[src/rtl/mnist_pkg.sv]
// mnist_pkg: shared logit/digit widths and inference sequencer state encoding
package mnist_pkg;
  localparam int LOGIT_W = 32;
  localparam int DIGIT_W = 4;
  typedef enum logic [2:0] {
    S_IDLE  = 3'd0,
    S_START = 3'd1,
    S_WAIT  = 3'd2,
    S_AMAX  = 3'd3,
    S_DONE  = 3'd4,
    S_ERR   = 3'd5
  } state_t;
endpackage

[src/rtl/argmax_scan.sv]
// argmax_scan: running signed maximum over an index stream, ties keep the lowest index
module argmax_scan
  import mnist_pkg::*;
#(
  parameter int IDX_W = DIGIT_W
) (
  input  logic                      clk,
  input  logic                      rst_n,
  input  logic                      clr,
  input  logic                      en,
  input  logic [IDX_W-1:0]          idx,
  input  logic signed [LOGIT_W-1:0] val,
  output logic [IDX_W-1:0]          max_idx,
  output logic signed [LOGIT_W-1:0] max_val
);
  logic take;
  assign take = en && (idx == '0 || val > max_val);
  always_ff @(posedge clk or negedge rst_n)
    if (!rst_n) begin
      max_idx <= '0;
      max_val <= '0;
    end else if (clr) begin
      max_idx <= '0;
      max_val <= '0;
    end else if (take) begin
      max_idx <= idx;
      max_val <= val;
    end
endmodule

[src/rtl/inference_sequencer.sv]
// inference_sequencer: runs layer engines in order with a per-layer watchdog, then scans logits for the argmax digit
module inference_sequencer
  import mnist_pkg::*;
#(
  parameter int NUM_LAYERS     = 2,
  parameter int OUT_DIM        = 10,
  parameter int TIMEOUT_CYCLES = 65535,
  parameter int IDX_W          = DIGIT_W
) (
  input  logic                      clk,
  input  logic                      rst_n,
  input  logic                      req,
  input  logic                      abort,
  output logic                      busy,
  output logic                      done,
  output logic                      result_valid,
  output logic                      err_timeout,
  output logic [IDX_W-1:0]          err_layer,
  output logic [NUM_LAYERS-1:0]     layer_start,
  input  logic [NUM_LAYERS-1:0]     layer_done,
  output logic                      layer_clr,
  output logic [IDX_W-1:0]          logit_addr,
  input  logic signed [LOGIT_W-1:0] logit_data,
  output logic [IDX_W-1:0]          predicted_digit,
  output logic signed [LOGIT_W-1:0] max_logit,
  output logic [31:0]               cycle_count
);
  localparam logic [31:0] WD_MAX = 32'(TIMEOUT_CYCLES - 1);
  state_t state;
  logic [IDX_W-1:0] lyr, amax_idx;
  logic [31:0] wd;
  logic armed, accept, lyr_done, last_layer, last_logit;
  logic signed [LOGIT_W-1:0] amax_val;
  logic [NUM_LAYERS-1:0] lyr_oh;
  assign accept     = state == S_IDLE && req && armed;
  assign lyr_oh     = NUM_LAYERS'(1) << lyr;
  assign lyr_done   = |(layer_done & lyr_oh);
  assign last_layer = lyr == IDX_W'(NUM_LAYERS - 1);
  assign last_logit = logit_addr == IDX_W'(OUT_DIM - 1);
  argmax_scan #(.IDX_W(IDX_W)) u_argmax (
    .clk,
    .rst_n,
    .clr(state == S_IDLE),
    .en(state == S_AMAX),
    .idx(logit_addr),
    .val(logit_data),
    .max_idx(amax_idx),
    .max_val(amax_val)
  );
  always_ff @(posedge clk or negedge rst_n)
    if (!rst_n) begin
      state           <= S_IDLE;
      lyr             <= '0;
      wd              <= '0;
      armed           <= 1'b1;
      busy            <= 1'b0;
      done            <= 1'b0;
      result_valid    <= 1'b0;
      err_timeout     <= 1'b0;
      err_layer       <= '0;
      layer_start     <= '0;
      layer_clr       <= 1'b0;
      logit_addr      <= '0;
      predicted_digit <= '0;
      max_logit       <= '0;
      cycle_count     <= '0;
    end else begin
      layer_start <= '0;
      layer_clr   <= 1'b0;
      done        <= 1'b0;
      armed       <= accept ? 1'b0 : (!req ? 1'b1 : armed);
      if (state != S_IDLE && cycle_count != '1) cycle_count <= cycle_count + 32'd1;
      // abort outranks every other transition, including completion
      if (state != S_IDLE && abort) begin
        state     <= S_IDLE;
        busy      <= 1'b0;
        layer_clr <= 1'b1;
      end else begin
        case (state)
          S_IDLE: if (accept) begin
            state        <= S_START;
            busy         <= 1'b1;
            result_valid <= 1'b0;
            err_timeout  <= 1'b0;
            cycle_count  <= '0;
            lyr          <= '0;
          end
          S_START: begin
            layer_start <= lyr_oh;
            wd          <= '0;
            state       <= S_WAIT;
          end
          S_WAIT: if (lyr_done) begin
            state      <= last_layer ? S_AMAX : S_START;
            lyr        <= last_layer ? lyr : lyr + 1'b1;
            logit_addr <= '0;
          end else if (wd == WD_MAX) state <= S_ERR;
          else wd <= wd + 32'd1;
          S_AMAX: begin
            logit_addr <= last_logit ? '0 : logit_addr + 1'b1;
            state      <= last_logit ? S_DONE : S_AMAX;
          end
          S_DONE: begin
            done            <= 1'b1;
            result_valid    <= 1'b1;
            predicted_digit <= amax_idx;
            max_logit       <= amax_val;
            busy            <= 1'b0;
            state           <= S_IDLE;
          end
          S_ERR: begin
            layer_clr   <= 1'b1;
            err_timeout <= 1'b1;
            err_layer   <= lyr;
            busy        <= 1'b0;
            state       <= S_IDLE;
          end
          default: state <= S_IDLE;
        endcase
      end
    end
endmodule

[config.mk]
export PLATFORM = sky130hd
export DESIGN_NAME = inference_sequencer
export DESIGN_NICKNAME = d
export VERILOG_FILES = /design/src/rtl/mnist_pkg.sv /design/src/rtl/argmax_scan.sv /design/src/rtl/inference_sequencer.sv
export SDC_FILE = /design/constraint.sdc
export NUM_CORES = 1
export LEC_CHECK = 0
export CORE_UTILIZATION = 35
export DETAILED_ROUTE_END_ITERATION = 7
export PLACE_DENSITY = 0.55
export SYNTH_ARGS = -nofsm -noshare
export SYNTH_HDL_FRONTEND = slang
export SYNTH_SLANG_ARGS = --single-unit
[constraint.sdc]
create_clock -name clk -period 6.25 [get_ports clk]
set_clock_uncertainty 0.2 [all_clocks]
set_input_delay 0.625 -clock clk [delete_from_list [all_inputs] [get_ports clk]]
set_output_delay 0.625 -clock clk [all_outputs]
set_load 0.02 [all_outputs]
; After elaboration in Yosys (flattened, before gate mapping)
; Cells that the tools add are included.
[totals]
reg_bits = 159
[op_classes]
n_addsub = 4
reduce_logical = 27
n_eq_ne = 17
n_bitwise = 2
muxes = 39
shifts = 1
n_lt_le_gt_ge = 1
[ops]
columns = op, count
row1 = two-way mux 32 bit, 8
row2 = "adder 32 x 1 -> 32 bit, second input constant", 2
row3 = one-hot mux 32 bit (2 select lines), 1
row4 = "equality test 32 x 16 -> 1 bit, second input constant", 1
row5 = greater-than comparator 32 bit, 1
row6 = "inequality test 32 bit, second input constant", 1
row7 = two-way mux 4 bit, 7
row8 = one-hot mux 4 bit (2 select lines), 2
row9 = two-way mux 3 bit, 5
row10 = one-hot mux 3 bit (4 select lines), 1
row11 = nonzero test 2 bit, 6
row12 = "inequality test 2 bit, second input constant", 5
row13 = two-way mux 1 bit, 9
row14 = AND reduction 3 bit, 3
row15 = "adder 4 x 1 -> 4 bit, second input constant", 2
row16 = AND reduction 2 bit, 4
row17 = "equality test 3 x 2 -> 1 bit, second input constant", 2
row18 = "equality test 3 bit, second input constant", 2
row19 = two-way mux 2 bit, 3
row20 = one-hot mux 1 bit (2 select lines), 3
row21 = nonzero test 3 bit, 2
row22 = logical AND 1 bit, 5
row23 = AND reduction 5 bit, 1
row24 = "equality test 4 x 1 -> 1 bit, second input constant", 1
row25 = 13 further kinds, 14

; Logic depth before layout (Yosys ltp)
; Gate-level depths: netlist of the first run.
[logic_depth]
depth_word = 6
ltp_mapped = 12

; Cells and area by module
; Synthesis of the first run repeated with hierarchy kept, for this count alone.
[unflattened]
cells_unflattened = 856
area_unflattened_um2 = 8615.8
[modules_own_cells]
columns = mod, n_inst, cells_per_inst, area_each_um2
row1 = inference_sequencer, 1, 584, 6095.8
row2 = argmax_scan, 1, 272, 2519.9

; Least setup slack after synthesis of the first run
; Ideal clock, no wire load.
[synth_timing]
path_type = input to register
start = input port logit_data[31]
end = register u_argmax.max_idx[0]
stages = 10
arrival_ps = 2775
path_slack_ps = 3140
setup_time_ps = 135
n_path_buf = 2
required_time_ps = 5915
cell_sequence = ha_1 > nand4_1 > nor2_1 > a22o_1 > or4_1 > nor4_2 > o21a_1 > buf_2 > buf_2 > o211ai_1
[synth_via]
elab_chain_len = 4
[synth_lines]
columns = element, line_no
row1 = start: declaration, inference_sequencer.sv:23  ; input logic signed [LOGIT_W-1:0] logit_data,
row2 = greater-than comparator 32 bit, argmax_scan.sv:17  ; assign take = en && (idx == '0 || val > max_val);
row3 = logical OR 1 bit, argmax_scan.sv:17
row4 = logical AND 1 bit, argmax_scan.sv:17
row5 = nonzero test 2 bit (no line), -
row6 = end signal: assignment, argmax_scan.sv:26  ; max_idx <= idx;
row7 = end: declaration, argmax_scan.sv:13  ; output logic [IDX_W-1:0] max_idx,
; Every way passes these cells.
; A chain may end at the register's enable or synchronous reset.

; Worst setup path after layout of the first run
[layout_timing]
start = input port logit_data[31]
end = register u_argmax.max_val[7]
[layout_via]
elab_chain_len = 4
[layout_lines]
columns = element, line_no
row1 = greater-than comparator 32 bit, argmax_scan.sv:17
row2 = logical OR 1 bit, argmax_scan.sv:17
row3 = logical AND 1 bit, argmax_scan.sv:17
row4 = nonzero test 2 bit (no line), -
row5 = end signal: assignment, argmax_scan.sv:27  ; max_val <= val;
row6 = end: declaration, argmax_scan.sv:14  ; output logic signed [LOGIT_W-1:0] max_val
; Every way passes these cells.

==> metrics.md, run 1 <==
| Metric | Value |
|---|---|
| Outcome | `complete, no violations` |
| Starting DRT DRC Count | `296` |
| DIE HEIGHT | `156 um` |
| Via/cell ratio | `5.06` |
| Hold path cells | `2` |
| Syn avg cell area | `9.85 sq um` |
| Syn-to-layout area delta | `25.9%` |
| Post-route ant nets | `0` |
| PwrDens | `289 nW/um^2` |
| Largest net degree at the start of global routing | `74` |
| Net count after synthesis | `921` |
| Number of remaining DRC errors | `0` |
| Grt met2 use | `0.271` |
| H-Tree Level Count | `4` |
| Switching fraction of total power | `0.329` |
| CP Class | `in -> reg` |
| Combinational power share | `0.238` |
| Worst hold slack | `0.266 ns` |
| Port buffer count | `120` |
| Root buf cell | `clkbuf_16` |
| N_diodes | `0` |
| Lkg Pwr | `0.00441 uW` |
| Critical path data required time | `6.34 ns` |
| Tmin final | `3.93 ns` |
| Async SR Flop Fraction | `1.00` |
| Post-synthesis sequential area ratio | `0.479` |
| Vias in the first global route | `6366` |
| Hold Path Class | `reg -> reg` |
| Relative slew slack | `0.252` |
| Total power | `3020 uW` |
| Std cell rows | `55` |
| Worst Path Max Fanout | `20` |
| Fin. Hold Viols | `0` |
| All-Layer GR Usage | `0.176` |
| Synth warn | `0` |
| Clk Latency, worst-skew pair | `0.43 ns` |
| Sw power | `994 uW` |
| Number of synthesized flops with an enable pin | `0` |
| Cell taking the most area after synthesis | `dfrtp_1` |
| Top Ports | `121` |
| Ys flop type | `dfrtp_1` |
| Clock group share of total power | `0.350` |
| Area share of the largest cell type after synthesis | `0.476` |
| Final Cycle Share | `0.629` |
| Reg power frac | `0.411` |
| Crit path launch type | `primary input` |
| Layout cells sized above 1 | `0.100` |
| Die area | `24300 sq um` |
| RSZ-0062 raised after global routing | `no` |
| Met1 Track Usage GR | `0.243` |
| Internal Power | `2030 uW` |
| DRT Pass-1 Iters | `4` |
| Non-filler cells in the finished layout | `1279` |
| Post-Syn Instances | `843` |
| Max VDD drop | `173 uV` |
| Vias | `6467` |
| Most frequent cell after synthesis | `dfrtp_1` |
| Clock tree buffer depth | `2` |
| First-pass GRT wire length | `33800 um` |
| Mapped cell area | `8300 sq um` |
| Yosys cell types | `50` |
| Slew Viols, Final | `0` |
| Setup Viol. Count Final | `0` |
| Detailed Place HPWL | `13900 um` |
| Fmax | `254 MHz` |
| Die W | `156 um` |
| GRT Residual Overflow | `0` |
| Slew @ Worst Pin | `1.11 ns` |
| Initial antenna violation count | `0` |
| Clock-pin slew on the worst setup and hold paths | `0.07 ns` |
| Starting density of the core | `0.362` |
| Final Util | `0.456` |
| Max-Cap Viols | `0` |
| Clk sink count | `159` |
| Wire per inst | `15.9 um` |
| CTS tree | `built` |
| Post-CTS setup buffer count | `0` |
| Data arrival, critical path | `4.03 ns` |
| Setup TNS | `0 ns` |
| Register bit total from synthesis | `159` |
| CTS Hold Bufs | `1` |
| R2r worst-path depth | `9` |
| Most frequent cells after synthesis | `dfrtp_1, nand2_1, nor2_1` |
| Core region area | `22900 sq um` |
| Inst Count DP | `1246` |
| NumNets Final | `1031` |
| Post-Route WL | `20300 um` |
| CP endpoint kind | `register` |
| CTS Buf Count | `17` |
| Post-CTS sizing | `0` |
| GP Congestion | `0.760` |
| Top area cells in the synthesized netlist | `dfrtp_1, o211ai_1, ha_1` |
| Most used routing layer | `met2` |
| Met3 Use GR | `0.0447` |
==> critical path, stage by stage <==
cell and delay [ns]:
clkdlybuf4s50_1 0.45, ha_1 0.41, nand4_1 0.21, nor4_1 0.71, o311a_1 0.36, o31a_1 0.17, o21a_1 0.56, buf_4 0.38
o211ai_1 0.14
==> logic make-up (layout without fill, tap and decap cells) <==
group / count (synthesis) / after routing / synth area share
and+or+nand+nor: 330 / 330 / 0.192
AOI/OAI and AO/OA: 128 / 128 / 0.109
adders and majority gates: 40 / 40 / 0.0603
buffers and inverters: 85 / 208 / 0.0395
xor gates and xnor gates: 56 / 56 / 0.0591
muxes: 45 / 45 / 0.0606
DFF: 159 / 159 / 0.479
==> stage by stage <==
| stage | area, sq um | setup WS (ns) |
|---|---|---|
| global placement | 9840 | 1.92 |
| floorplan | 8300 | 3.14 |
| finish | 10400 | 2.32 |
| detailed placement | 9840 | 1.86 |
| global route | 10400 | 2.06 |
| CTS | 10400 | 2.33 |
==> metal layers <==
layer  routed length, um  vias to the layer above  share of wire
met5                   0                        -              0
met4                 332                        0          0.016
met3                 838                       22          0.041
met2                9370                      106           0.46
met1                9800                     3155           0.48
li1                    -                     3184              -
==> sequential cells by signal, summed over array words and instances (netlist names), 2 cells and up <==
register and count:
u_argmax.max_idx 4, u_argmax.max_val 32, layer_start 2, err_layer 4, logit_addr 4, cycle_count 32, state 3, lyr 4
wd 32, predicted_digit 4, max_logit 32
==> path summary, 6_finish.rpt <==
check / from / end / slack [ns]
worst min register to register: armed$_DFFE_PN1P_ / armed$_DFFE_PN1P_ / 0.27
worst max register to register: u_argmax.max_val[31]$_DFFE_PN0P_ / u_argmax.max_val[7]$_DFFE_PN0P_ / 2.55
min in group asynchronous: rst_n / max_logit[13]$_DFFE_PN0P_ / 0.47
worst min-delay path: armed$_DFFE_PN1P_ / armed$_DFFE_PN1P_ / 0.27
max in group asynchronous: rst_n / cycle_count[28]$_DFF_PN0_ / 4.09
worst max-delay path: logit_data[31] / u_argmax.max_val[7]$_DFFE_PN0P_ / 2.32
==> cell usage in the layout (no fill, tap or decap), drive strengths merged, types with 5 or more instances in the layout <==
cell type / instances
dfrtp: 158
ha: 40
xnor2: 17
and2: 5
and4: 7
nor3: 14
clkdlybuf4s50: 119
mux2: 42
buf: 11
or4: 6
xor2: 39
nor2: 78
nor4: 7
clkinv: 5
a21oi: 19
nand3: 34
nand2: 114
clkbuf: 18
nand4: 30
inv: 50
o211ai: 72
and3: 16
o21ai: 16
==> cell type report <==
cell class                 count  area [sq um]
multi-input combinational    599          4020
timing repair buffer         131          1290
clock inverter                14           156
clock buffer                  18           439
inverter                      45           169
fill                        2216         12500
sequential                   159          3980
tap                          313           392
==> power by group through the flow <==
stage / Clock [uW] / Sequential, uW / Combinational [uW]
6_report: 1060 / 1240 / 719
5_1_grt: 1130 / 1260 / 804
4_1_cts: 1090 / 1250 / 733
3_5_place_dp: 0 / 1260 / 727
3_3_place_gp: 0 / 1260 / 726
2_1_floorplan: 0 / 1280 / 393
No activity file was read; power rests on OpenSTA's default activity.
==> run 2, diff against run 1 <==
==> constraint.sdc (replaced) <==
create_clock -name clk -period 3.95 [get_ports clk]
set_clock_uncertainty 0.2 [all_clocks]
set_input_delay 0.395 -clock clk [delete_from_list [all_inputs] [get_ports clk]]
set_output_delay 0.395 -clock clk [all_outputs]
set_load 0.02 [all_outputs]
==> metrics.md, run 2 (synthesis results as in run 1) <==
| Metric | Value |
|---|---|
| Hold Path Class | `reg -> reg (unchanged)` |
| Die area | `24300 sq um (unchanged)` |
| Core region area | `22900 sq um (unchanged)` |
| PwrDens | `459 nW/um^2 (was 289 nW/um^2)` |
| Vias | `6516 (was 6467)` |
| DIE HEIGHT | `156 um (unchanged)` |
| Area taken by multi-input logic gates | `4020 sq um (unchanged)` |
| Final Cycle Share | `0.768` |
| Data arrival, critical path | `3.17 ns (was 4.03 ns)` |
| Crit path launch type | `primary input (unchanged)` |
| GRT Residual Overflow | `0 (unchanged)` |
| Post-route ant nets | `0 (unchanged)` |
| Die W | `156 um (unchanged)` |
| Setup WS post-layout | `0.918 ns (was 2.32 ns)` |
| RSZ-0062 raised after global routing | `no (unchanged)` |
| Clock-pin slew on the worst setup and hold paths | `0.07 ns (about the same)` |
| Max VDD drop | `254 uV (was 173 uV)` |
| Setup Viol. Count Final | `0 (unchanged)` |
| Post-place setup slack | `0.479 ns (was 1.86 ns)` |
| CP Class | `in -> reg (unchanged)` |
| Max-Cap Viols | `0 (unchanged)` |
| Post-CTS sizing | `0 (unchanged)` |
| Relative slew slack | `0.429 (was 0.252)` |
| Cell chain of the critical path | `clkdlybuf4s50_1 > ha_1 > nand4_1 > nor2_1 > a22o_1 > or4_1 > o31a_1 > o21a_1 > buf_12 > o211ai_1 (was clkdlybuf4s50_1 > ha_1 > nand4_1 > nor4_1 > o311a_1 > o31a_1 > o21a_1 > buf_4 > o211ai_1)` |
| Initial antenna violation count | `0 (unchanged)` |
| Clock tree buffer depth | `2 (unchanged)` |
| Non-filler cells in the finished layout | `1286 (was 1279)` |
| All-Layer GR Usage | `0.178 (was 0.176)` |
| DRT Pass-1 Iters | `4 (unchanged)` |
| NumNets Final | `1039 (was 1031)` |
| Root buf cell | `clkbuf_16 (unchanged)` |
| Port buffer count | `120 (unchanged)` |
| Outcome | `complete, no violations (unchanged)` |
| Number of buffer and inverter stages on the critical path | `2 (unchanged)` |
| Lkg Pwr | `0.00446 uW (was 0.00441 uW)` |
| Max incr delay on CP | `0.47 ns (was 0.71 ns)` |
| Min-delay src | `armed$_DFFE_PN1P_ (unchanged)` |
| Post-Route WL | `20700 um (was 20300 um)` |
| Layout cells sized above 1 | `0.107 (was 0.100)` |
| Cell Area, Placed | `9930 sq um (was 9840 sq um)` |
| Setup TNS | `0 ns (unchanged)` |
| Slowest CP cell | `or4_1 (was nor4_1)` |
| # fillers | `2168 (was 2216)` |
| CP endpoint kind | `register (unchanged)` |
| Vias in the first global route | `6449 (was 6366)` |
| Delay-heaviest family, CP | `compound AO/OA/AOI/OAI gates (unchanged)` |
| Via/cell ratio | `5.07 (was 5.06)` |
| Number of remaining DRC errors | `0 (unchanged)` |
| Worst Path Max Fanout | `22 (was 20)` |
| Total power | `4840 uW (was 3020 uW)` |
| Top Ports | `121 (unchanged)` |
| Clk Latency, worst-skew pair | `0.43 ns (about the same)` |
| Starting density of the core | `0.362 (unchanged)` |
| Worst r2r src | `u_argmax.max_val[31]$_DFFE_PN0P_ (unchanged)` |
| Starting DRT DRC Count | `305 (was 296)` |
| Largest net degree at the start of global routing | `90 (was 74)` |
| Tmin final | `3.03 ns` |
| Detailed Place HPWL | `14000 um (was 13900 um)` |
| Std cell rows | `55 (unchanged)` |
| Slew Viols, Final | `0 (unchanged)` |
| Register area | `3980 sq um (unchanged)` |
| Inst Count DP | `1254 (was 1246)` |
| Syn-to-layout area delta | `27.0% (was 25.9%)` |
| H-Tree Level Count | `4 (unchanged)` |
| GP Congestion | `0.754 (was 0.760)` |
| Crit path from | `logit_data[31] (unchanged)` |
| Fin. Hold Viols | `0 (unchanged)` |
| Wire per inst | `16.1 um (was 15.9 um)` |
| Slew @ Worst Pin | `0.857 ns (was 1.11 ns)` |
| CTS tree | `built (unchanged)` |
| Clk sink count | `159 (unchanged)` |
| Critical path data required time | `4.09 ns (was 6.34 ns)` |
| Fmax | `330 MHz` |
| Most frequent cells in the layout | `dfrtp_1, clkdlybuf4s50_1, nand2_1 (unchanged)` |
| Post-route cell area | `10500 sq um (was 10400 sq um)` |
| Commonest non-fill, non-tap cell in the layout | `dfrtp_1 (unchanged)` |
| CTS Buf Count | `17 (unchanged)` |
| First-pass GRT wire length | `34100 um (was 33800 um)` |
| N_diodes | `0 (unchanged)` |
==> run 2: cell count changes in the layout (fill, tap and decap cells not counted) <==
cell | before | now
buf_12 | 0 | 2
buf_4 | 10 | 16
bufinv_16 | 2 | 3
clkinv_2 | 3 | 2
clkinv_4 | 2 | 5
clkinvlp_4 | 2 | 3
inv_6 | 3 | 0
inv_8 | 2 | 0
==> run 2: area by class of cell <==
class / instances / share of cell area
well taps: 313 / 0.0371
multi-input cells: 599 / 0.382
repair buffers: 139 / 0.130
clock inverters: 13 / 0.0158
clock buffers: 18 / 0.0417
inverters: 45 / 0.0160
flip-flops and latches: 159 / 0.378
==> run 2: worst paths after layout <==
kind                                                          to  slack [ns]  depth (start not counted)
worst min-delay path                           armed$_DFFE_PN1P_        0.27                          2
worst min register to register                 armed$_DFFE_PN1P_        0.27                          2
worst max-delay path            u_argmax.max_val[17]$_DFFE_PN0P_        0.92                         10
min in group asynchronous       u_argmax.max_val[14]$_DFFE_PN0P_        0.44                          2
max in group asynchronous       u_argmax.max_val[30]$_DFFE_PN0P_        2.21                          3
worst max register to register  u_argmax.max_val[17]$_DFFE_PN0P_        0.97                         10
==> run 2: report_power, final <==
part,internal (uW),switching (uW)
clock,1010,692
sequential,1800,172
combinational,464,703
==> run 2: metal layers <==
metal / vias to the layer above / part of all wire / global-route usage / wire length [um]
li1: 3194 / - / - / -
met1: 3201 / 0.49 / 0.242 / 10100
met2: 97 / 0.46 / 0.279 / 9520
met3: 24 / 0.035 / 0.0372 / 735
met4: 0 / 0.019 / 0.0649 / 390
met5: - / 0 / 0 / 0
==> run 2: metrics by stage <==
stage / hold WS, ns / utilization
6_report: 0.271 / 0.460
4_1_cts: 0.274 / 0.460
5_1_grt: 0.304 / 0.460
3_5_place_dp: 0.262 / 0.433
3_3_place_gp: 0.252 / 0.433
2_1_floorplan: -0.101 / -
==> run 2: timing repair <==
item	CTS	global route
hold buffers	1	0
buffers inserted	0	0
hold endpoints to repair	87	0
==> run 2: tightest hold or removal path, delay by kind of cell, from the launching register on <==
kind             cells  cell delay (ns)
and+or+nand+nor      2             0.10
DFF                  1             0.38
